[src/rtl/piso_pkg.sv]
// Shared types and helpers for the parallel-in serial-out shift register.
package piso_pkg;

  // Controller states; PARITY is only reachable when PISO_PARITY_EN is defined.
  typedef enum logic [1:0] {
    IDLE   = 2'd0,
    SHIFT  = 2'd1,
    PARITY = 2'd2
  } piso_state_t;

  // Bit-index counter width for a word of the given width (width >= 2).
  function automatic int cnt_width(input int width);
    return (width > 1) ? $clog2(width) : 1;
  endfunction

endpackage

[src/rtl/piso_bit_counter.sv]
// Bit-position counter for the serializer: synchronous clear, count enable,
// wraps to zero after the last position and flags the last position.
module piso_bit_counter
  import piso_pkg::*;
#(
  parameter int WIDTH = 4
) (
  input  logic clk,
  input  logic rst,
  input  logic clr,
  input  logic en,
  output logic tc
);

  localparam int CW = cnt_width(WIDTH);
  localparam logic [CW-1:0] LAST = CW'(WIDTH - 1);

  logic [CW-1:0] count;

  assign tc = (count == LAST);

  // Clear has priority; wrapping at the last position keeps the counter at zero between frames.
  always_ff @(posedge clk or negedge rst) begin
    if (!rst) begin
      count <= '0;
    end else if (clr) begin
      count <= '0;
    end else if (en) begin
      count <= tc ? '0 : count + 1'b1;
    end
  end

endmodule

[src/rtl/piso_shift_reg.sv]
// Parallel-in serial-out shift register with valid/ready load, stall and
// back-to-back framing. Optional even parity bit: define PISO_PARITY_EN.
module piso_shift_reg
  import piso_pkg::*;
#(
  parameter int WIDTH     = 4,
  parameter bit MSB_FIRST = 1'b1
) (
  input  logic             clk,
  input  logic             rst,
  input  logic             load_valid,
  output logic             load_ready,
  input  logic [WIDTH-1:0] din,
  input  logic             stall,
  output logic             o,
  output logic             o_valid,
  output logic             o_last
);

  piso_state_t      state;
  piso_state_t      state_next;
  logic [WIDTH-1:0] sr;
  logic [WIDTH-1:0] sr_shifted;
  logic             head;
  logic             tc;
  logic             accept;
  logic             advance;

`ifdef PISO_PARITY_EN
  logic             parity;
`endif

  // Bit order only changes which end of the register is the head and which way it moves.
  generate
    if (MSB_FIRST) begin : g_msb
      assign head       = sr[WIDTH-1];
      assign sr_shifted = {sr[WIDTH-2:0], 1'b0};
    end else begin : g_lsb
      assign head       = sr[0];
      assign sr_shifted = {1'b0, sr[WIDTH-1:1]};
    end
  endgenerate

  // A new word can enter when idle or on the final bit of a frame, never while stalled.
  assign load_ready = ((state == IDLE) || o_last) && !stall;
  assign accept     = load_valid && load_ready;
  assign advance    = (state == SHIFT) && !stall;

  piso_bit_counter #(
    .WIDTH (WIDTH)
  ) u_bit_counter (
    .clk (clk),
    .rst (rst),
    .clr (accept),
    .en  (advance),
    .tc  (tc)
  );

  // State register.
  always_ff @(posedge clk or negedge rst) begin
    if (!rst) begin
      state <= IDLE;
    end else begin
      state <= state_next;
    end
  end

  // Next-state logic; a stall freezes the controller.
  always_comb begin
    state_next = state;
    if (!stall) begin
      case (state)
        IDLE: begin
          if (accept) state_next = SHIFT;
        end
        SHIFT: begin
          if (tc) begin
`ifdef PISO_PARITY_EN
            state_next = PARITY;
`else
            state_next = accept ? SHIFT : IDLE;
`endif
          end
        end
        PARITY: begin
          state_next = accept ? SHIFT : IDLE;
        end
        default: state_next = IDLE;
      endcase
    end
  end

  // Output decode from the registered state, so a stall holds the outputs too.
  always_comb begin
    o       = 1'b0;
    o_valid = 1'b0;
    o_last  = 1'b0;
    case (state)
      SHIFT: begin
        o       = head;
        o_valid = 1'b1;
`ifndef PISO_PARITY_EN
        o_last  = tc;
`endif
      end
      PARITY: begin
`ifdef PISO_PARITY_EN
        o       = parity;
        o_valid = 1'b1;
        o_last  = 1'b1;
`endif
      end
      default: begin
        o       = 1'b0;
        o_valid = 1'b0;
        o_last  = 1'b0;
      end
    endcase
  end

  // Shift register: capture on accept, move one place per unstalled data cycle.
  always_ff @(posedge clk or negedge rst) begin
    if (!rst) begin
      sr <= '0;
    end else if (accept) begin
      sr <= din;
    end else if (advance) begin
      sr <= sr_shifted;
    end
  end

`ifdef PISO_PARITY_EN
  // Even parity of the captured word, fixed for the whole frame.
  always_ff @(posedge clk or negedge rst) begin
    if (!rst) begin
      parity <= 1'b0;
    end else if (accept) begin
      parity <= ^din;
    end
  end
`endif

endmodule

[config.mk]
export PLATFORM = sky130hd
export DESIGN_NAME = piso_shift_reg
export DESIGN_NICKNAME = d
export VERILOG_FILES = /design/src/rtl/piso_pkg.sv /design/src/rtl/piso_bit_counter.sv /design/src/rtl/piso_shift_reg.sv
export SDC_FILE = /design/constraint.sdc
export NUM_CORES = 1
export LEC_CHECK = 0
export CAP_MARGIN = 25
export CORE_AREA = 2 2 39 41
export DETAILED_ROUTE_END_ITERATION = 8
export DIE_AREA = 0 0 41 43
export GPL_ROUTABILITY_DRIVEN = 0
export PLACE_DENSITY = 0.5
export SLEW_MARGIN = 30
export SYNTH_ARGS = -nofsm -noshare
export SYNTH_HDL_FRONTEND = slang
export SYNTH_SLANG_ARGS = --single-unit
[constraint.sdc]
create_clock -name clk -period 1.5 [get_ports clk]
set_input_delay 0.375 -clock clk [delete_from_list [all_inputs] [get_ports clk]]
set_output_delay 0.375 -clock clk [all_outputs]
set_load 0.01 [all_outputs]
==> results by group, run 1 <==
Die
  • Die outline area: 1760 µm²
  • Core Footprint: 1380 µm²
  • X dimension of the die: 41 µm
  • Standard-cell rows: 14
  • Initial standard-cell utilization of the core: 25.9%
  • I/O Pins: 12
  • Vertical die dimension: 43 µm

Finish
  • Final-stage net count: 71
  • Layout cell share with drive strength beyond 1: 31.1%
  • Count of inserted antenna diode cells: 0
  • Area added between synthesis and finish: 58.4%
  • Filler cell count in the final layout: 153
  • Leading cell types in the layout, fill and taps excluded: 7 x sky130_fd_sc_hd__clkdlybuf4s50_1, 7 x sky130_fd_sc_hd__buf_4, 7 x sky130_fd_sc_hd__dfrtp_1
  • Number of standard cells in the final layout excluding fillers: 77
  • Fraction of the core area covered by cells at the end of the flow: 41.0%

Global route
  • Global-route usage over all layers: 13.2%
  • Vias in the first global route: 320
  • Maximum number of pins on one net before global-route repair: 8
  • First-pass GRT wire length: 1.44 mm
  • Number of antenna violations at the first check in global routing: 0
  • Gr ovfl total: 0

Placed design
  • Number of placed instances with taps included: 72
  • I/O Buffers: 11
  • Hpwl dp: 643 µm

CTS
  • Clock sink count: 7
  • CTS tree: yes
  • CTS H-tree lvls: 1
  • Hold bufs inserted after CTS: 0
  • Clock input transition at the sequential cells of the worst setup and hold paths: 0.06 ns
  • CTS Buf Count: 3
  • Buffer depth of the longest clock path: 2
  • Root buffer selected by CTS: sky130_fd_sc_hd__clkbuf_4
  • Clock latency on the worst-skew pair: 0.25 ns

Setup path
  • Cell family with the largest share of critical-path delay: flip-flops
  • Critical path launch point: u_bit_counter.count[1]$_DFFE_PN0P_
  • Reg2Reg Capture Point: sr[1]$_DFFE_PN0P_
  • CP arrival: 1.22 ns
  • Largest fanout on the critical path: 2
  • Critical path's slowest cell: sky130_fd_sc_hd__dfrtp_1
  • Worst Reg-to-Reg Cells: 5
  • CP cell instances: ha_2, and2b_4, nor2_2, buf_2
  • Worst setup path class: flip-flop to output pin
  • Largest stage delay on the critical path: 0.38 ns
  • Req. time, crit path: 1.12 ns
  • Worst setup slack for register-to-register paths: 0.22 ns
  • CP Depth: 4
  • Timing endpoint of the critical path: load_ready
  • Element type at the critical path end: output pin
  • Buffers & Inverters on Critical Path: 1
  • Reg2Reg Launch Point: u_bit_counter.count[1]$_DFFE_PN0P_
  • Crit path launch type: flip-flop

Timing
  • Total count of hold-check failures in the final report: 0
  • Final setup viols: 2
  • Number of max-slew violations in the final report: 0
  • Part of the cycle the worst path needs: 106%
  • Unrepaired setup endpoints after global routing: true
  • Max frequency: 628 MHz
  • Period minus WS final: 1.59 ns
  • WHS: 0.397 ns
  • Worst slew margin relative to its limit: 75.7%
  • Fin worst setup slack: -0.0927 ns
  • Worst-Margin Slew: 0.363 ns
  • Setup skew after layout: 0.00487 ns

Route
  • Via/cell ratio: 4.77
  • Overall routed net length: 893 µm
  • Count of vias placed by the detailed router: 367
  • First-pass detailed-route iteration total: 4
  • Post-DRT Antenna Nets: 0
  • DRC violation count after routing: 0
  • Count of routing violations after the opening detailed-route iteration: 4
  • WL per Instance: 11.6 µm

Logic synthesis
  • Cells after Synth: 38
  • Cell area after synthesis: 358 µm²
  • Distinct cell type count of the synthesized netlist: 16
  • Flops & latches, synth: 7
  • Net count after synthesis: 47
  • Seq/Total Area, Yosys: 49.0%
  • Per-instance average area after synthesis: 9.42 µm²
  • Yosys warning total: 0

Power
  • Power per Cell Area: 1710 nW/µm²
  • Total power of the final layout: 0.000969 W
  • Leakage: 0.249 nW
  • Worst IR drop on VDD: 937 µV

Job
  • Max-capacitance violation count: 0

Status
  • Outcome: complete, but fails checks
  • Violated checks: negative setup slack

Hold path
  • Worst Hold Class: primary input to async pin
## metal layers
layer	vias to the layer above	share of wire [%]	global-route usage, %
li1	181	-	-
met1	170	44	17.6
met2	14	45	15.6
met3	2	9.1	9.42
met4	0	1.5	6.00
met5	-	0	0
## worst min path at each step
| stage | start | to |
|---|---|---|
| after floorplan | rst | sr[0]$_DFFE_PN0P_ |
| after global placement | u_bit_counter.count[1]$_DFFE_PN0P_ | u_bit_counter.count[1]$_DFFE_PN0P_ |
| after detailed placement | u_bit_counter.count[1]$_DFFE_PN0P_ | u_bit_counter.count[1]$_DFFE_PN0P_ |
| after CTS | rst | sr[2]$_DFFE_PN0P_ |
| after global routing | rst | sr[2]$_DFFE_PN0P_ |
| final | rst | sr[2]$_DFFE_PN0P_ |
## per-stage QoR
stage	setup WS [ns]	cell area, µm²	setup TNS [ns]
final	-0.0927	567	-0.173
after global placement	-0.301	541	-0.832
after floorplan	0.205	358	0
after CTS	-0.106	564	-0.203
after global routing	-0.146	567	-0.292
after detailed placement	-0.306	541	-0.889
## where the power goes
group / switching [W] / internal, W
clock: 0.0000725 / 0.000102
combinational: 0.000226 / 0.000260
sequential: 0.0000424 / 0.000267
## area by class of cell
class | instances | area (µm²) | area share (%)
multi-input combinational | 30 | 184 | 32.5
sequential | 7 | 175 | 30.9
timing repair buffer | 19 | 158 | 27.8
clock buffer | 4 | 26.3 | 4.64
tap | 16 | 20.0 | 3.53
inverter | 1 | 3.75 | 0.662
## flip-flops by register name, summed over array words and instances (netlist names)
signal               flops
u_bit_counter.count      2
state                    1
sr                       4
## Yosys cell counts
library cell	number	area share, %
sky130_fd_sc_hd__a21oi_1	3	4.2
sky130_fd_sc_hd__a22o_1	1	2.4
sky130_fd_sc_hd__a31oi_1	3	5.2
sky130_fd_sc_hd__and2_1	2	3.5
sky130_fd_sc_hd__and2b_4	1	2.8
sky130_fd_sc_hd__dfrtp_1	7	49
sky130_fd_sc_hd__ha_1	1	3.5
sky130_fd_sc_hd__inv_1	1	1.0
sky130_fd_sc_hd__nand2_1	3	3.1
sky130_fd_sc_hd__nand2b_1	2	3.5
sky130_fd_sc_hd__nor2_1	5	5.2
sky130_fd_sc_hd__o21ai_0	1	1.4
sky130_fd_sc_hd__o21ai_1	5	7.0
sky130_fd_sc_hd__o21ba_2	1	2.8
sky130_fd_sc_hd__o21bai_2	1	3.1
sky130_fd_sc_hd__o31ai_1	1	2.1
## repair_timing
item	in CTS	in global routing
gates resized for setup	15	1
setup buffers	1	0
pin swaps	1	0
endpoints found under the setup margin	4	2
## kinds of logic after synthesis
group,after synthesis,share of synthesized area (%)
AOI/OAI and AO/OA,16,28.3
and+or+nand+nor,13,18.2
DFF,7,49.0
buffers and inverters,1,1.05
adders and majority gates,1,3.50
No activity file was read; power rests on OpenSTA's default activity.
==> run 2: changes to the inputs <==
==> constraint.sdc (replaced) <==
create_clock -name clk -period 2 [get_ports clk]
set_input_delay 0.5 -clock clk [delete_from_list [all_inputs] [get_ports clk]]
set_output_delay 0.5 -clock clk [all_outputs]
set_load 0.01 [all_outputs]
==> results by group, run 2 (synthesis gave the netlist of run 1 again) <==
Die
  • Initial standard-cell utilization of the core: 25.9% (unchanged)
  • Vertical die dimension: 43 µm (unchanged)
  • Standard-cell rows: 14 (unchanged)
  • X dimension of the die: 41 µm (unchanged)
  • Die outline area: 1760 µm² (unchanged)
  • Core Footprint: 1380 µm² (unchanged)
  • I/O Pins: 12 (unchanged)

Route
  • Via/cell ratio: 4.44 (was 4.77)
  • Overall routed net length: 820 µm (was 893 µm)
  • Count of routing violations after the opening detailed-route iteration: 7 (was 4)
  • Count of vias placed by the detailed router: 315 (was 367)
  • WL per Instance: 11.5 µm (was 11.6 µm)
  • First-pass detailed-route iteration total: 4 (unchanged)
  • Post-DRT Antenna Nets: 0 (unchanged)
  • DRC violation count after routing: 0 (unchanged)

Setup path
  • Crit path launch type: flip-flop (unchanged)
  • Element type at the critical path end: output pin (unchanged)
  • Req. time, crit path: 1.50 ns (was 1.12 ns)
  • Largest fanout on the critical path: 4 (was 2)
  • CP arrival: 1.41 ns (was 1.22 ns)
  • Worst setup path class: flip-flop to output pin (unchanged)

Timing
  • WHS: 0.505 ns (was 0.397 ns)
  • Worst slew margin relative to its limit: 76.4% (was 75.7%)
  • Sum Neg Setup Slack: 0 ns (was -0.173 ns)
  • Max frequency: 523 MHz
  • Total count of hold-check failures in the final report: 0 (unchanged)
  • Period minus WS final: 1.91 ns
  • Worst-Margin Slew: 0.354 ns (was 0.363 ns)
  • Setup skew after layout: 0.000294 ns (was 0.00487 ns)
  • Unrepaired setup endpoints after global routing: false (was true)
  • Part of the cycle the worst path needs: 95.5%
  • Final setup viols: 0 (was 2)
  • Number of max-slew violations in the final report: 0 (unchanged)

CTS
  • Clock input transition at the sequential cells of the worst setup and hold paths: 0.05 ns (was 0.06 ns)
  • CTS H-tree lvls: 1 (unchanged)
  • CTS Buf Count: 3 (unchanged)
  • Buffer depth of the longest clock path: 2 (unchanged)
  • CTS tree: yes (unchanged)
  • Clock sink count: 7 (unchanged)
  • Clock latency on the worst-skew pair: 0.25 ns (about the same)
  • Number of buffers added for setup after CTS: 0 (was 1)
  • Hold bufs inserted after CTS: 0 (unchanged)
  • Root buffer selected by CTS: sky130_fd_sc_hd__clkbuf_4 (unchanged)

Power
  • Leakage: 0.238 nW (was 0.249 nW)
  • Worst IR drop on VDD: 574 µV (was 937 µV)
  • Total power of the final layout: 0.000690 W (was 0.000969 W)
  • Power per Cell Area: 1290 nW/µm² (was 1710 nW/µm²)

Finish
  • Final-stage net count: 65 (was 71)
  • Final non-filler cell area: 533 µm² (was 567 µm²)
  • Area added between synthesis and finish: 49.0% (was 58.4%)
  • Leading cell types in the layout, fill and taps excluded: 9 x sky130_fd_sc_hd__clkdlybuf4s50_1, 7 x sky130_fd_sc_hd__dfrtp_1, 5 x sky130_fd_sc_hd__nor2_1, 5 x sky130_fd_sc_hd__o21ai_1 (was 7 x sky130_fd_sc_hd__clkdlybuf4s50_1, 7 x sky130_fd_sc_hd__buf_4, 7 x sky130_fd_sc_hd__dfrtp_1)
  • Count of inserted antenna diode cells: 0 (unchanged)
  • Fraction of the core area covered by cells at the end of the flow: 38.5% (was 41.0%)
  • Filler cell count in the final layout: 140 (was 153)
  • Biggest register: sr (unchanged)
  • Registers with the most flip-flops: sr: 4 flops, u_bit_counter.count: 2 flops, state: 1 flops (unchanged)
  • Flip-flop count of the largest register, all copies and words added: 4 (unchanged)
  • Layout cell share with drive strength beyond 1: 16.4% (was 31.1%)
  • Most common library cell in the layout ignoring fill and taps: sky130_fd_sc_hd__clkdlybuf4s50_1

Hold path
  • Worst Hold Class: flip-flop to flip-flop (was primary input to async pin)

Placed design
  • I/O Buffers: 11 (unchanged)
  • Hpwl dp: 587 µm (was 643 µm)
  • Dpl cell area: 503 µm² (was 541 µm²)

Global route
  • Maximum number of pins on one net before global-route repair: 9 (was 8)
  • Gr ovfl total: 0 (unchanged)
  • First-pass GRT wire length: 1.24 mm (was 1.44 mm)
  • Vias in the first global route: 268 (was 320)
  • Global-route usage over all layers: 11.3% (was 13.2%)
  • Number of antenna violations at the first check in global routing: 0 (unchanged)

Job
  • Max-capacitance violation count: 0 (unchanged)

Status
  • Outcome: completed (was complete, but fails checks)
-- run 2: final timing paths --
path	start	to	slack, ns	cells past startpoint
max	u_bit_counter.count[0]$_DFFE_PN0P_	load_ready	0.09	4
min	u_bit_counter.count[0]$_DFFE_PN0P_	u_bit_counter.count[0]$_DFFE_PN0P_	0.50	1
max reg2reg	u_bit_counter.count[0]$_DFFE_PN0P_	sr[0]$_DFFE_PN0P_	0.68	5
min reg2reg	u_bit_counter.count[0]$_DFFE_PN0P_	u_bit_counter.count[0]$_DFFE_PN0P_	0.50	1
max in group asynchronous	rst	state[0]$_DFFE_PN0P_	1.22	1
min in group asynchronous	rst	sr[2]$_DFFE_PN0P_	0.52	1
-- run 2: repair_timing --
action | in CTS | in global routing
gates resized for setup | 2 | 1
pin swaps | 0 | 0
cloned | 0 | 0
endpoints found under the setup margin | 2 | 1
-- run 2: worst max-delay path, cell delays in order (launching register included) --
cell and delay (ns):
sky130_fd_sc_hd__dfrtp_1 0.40, sky130_fd_sc_hd__ha_2 0.21, sky130_fd_sc_hd__and2b_4 0.25, sky130_fd_sc_hd__nor2_1 0.04, sky130_fd_sc_hd__dlygate4sd2_1 0.27
-- run 2: per-layer routing --
| metal | part of all wire, % | routed length [µm] | GRT usage [%] |
|---|---|---|---|
| met1 | 56 | 459 | 16.8 |
| met2 | 38 | 308 | 11.6 |
| met3 | 6.3 | 52 | 9.42 |
| met4 | 0 | 0 | 4.00 |
| met5 | 0 | 0 | 0 |
-- run 2: cell type report --
type,instances,area [µm²],share of cell area [%]
well taps,16,20.0,3.76
multi-input cells,30,181,34.0
clock buffers,4,26.3,4.93
repair buffers,13,126,23.7
flip-flops and latches,7,175,32.9
inverters,1,3.75,0.704
-- run 2: metrics by stage --
stage	setup WS, ns	cells
floorplan	0.580	38
global placement	-0.0519	67
detailed placement	-0.0534	67
CTS	0.0142	71
global route	0.0318	71
finish	0.0892	71
-- run 2: report_power, final --
group          leakage, nW  internal (W)  total, W  switching [W]
clock network       0.0150     0.0000762  0.000129      0.0000524
logic                0.141      0.000174  0.000317       0.000143
registers           0.0824      0.000200  0.000244      0.0000445
total                0.238      0.000450  0.000690       0.000240
==> run 3: changes to the inputs <==
--- a/config.mk
+++ b/config.mk
@@ -15,3 +15,4 @@
 export SYNTH_ARGS = -nofsm -noshare
 export SYNTH_HDL_FRONTEND = slang
 export SYNTH_SLANG_ARGS = --single-unit
+export TNS_END_PERCENT = 30
==> results of run 3 <==
No change in the layout: final DEF, timing and power equal those of run 2.
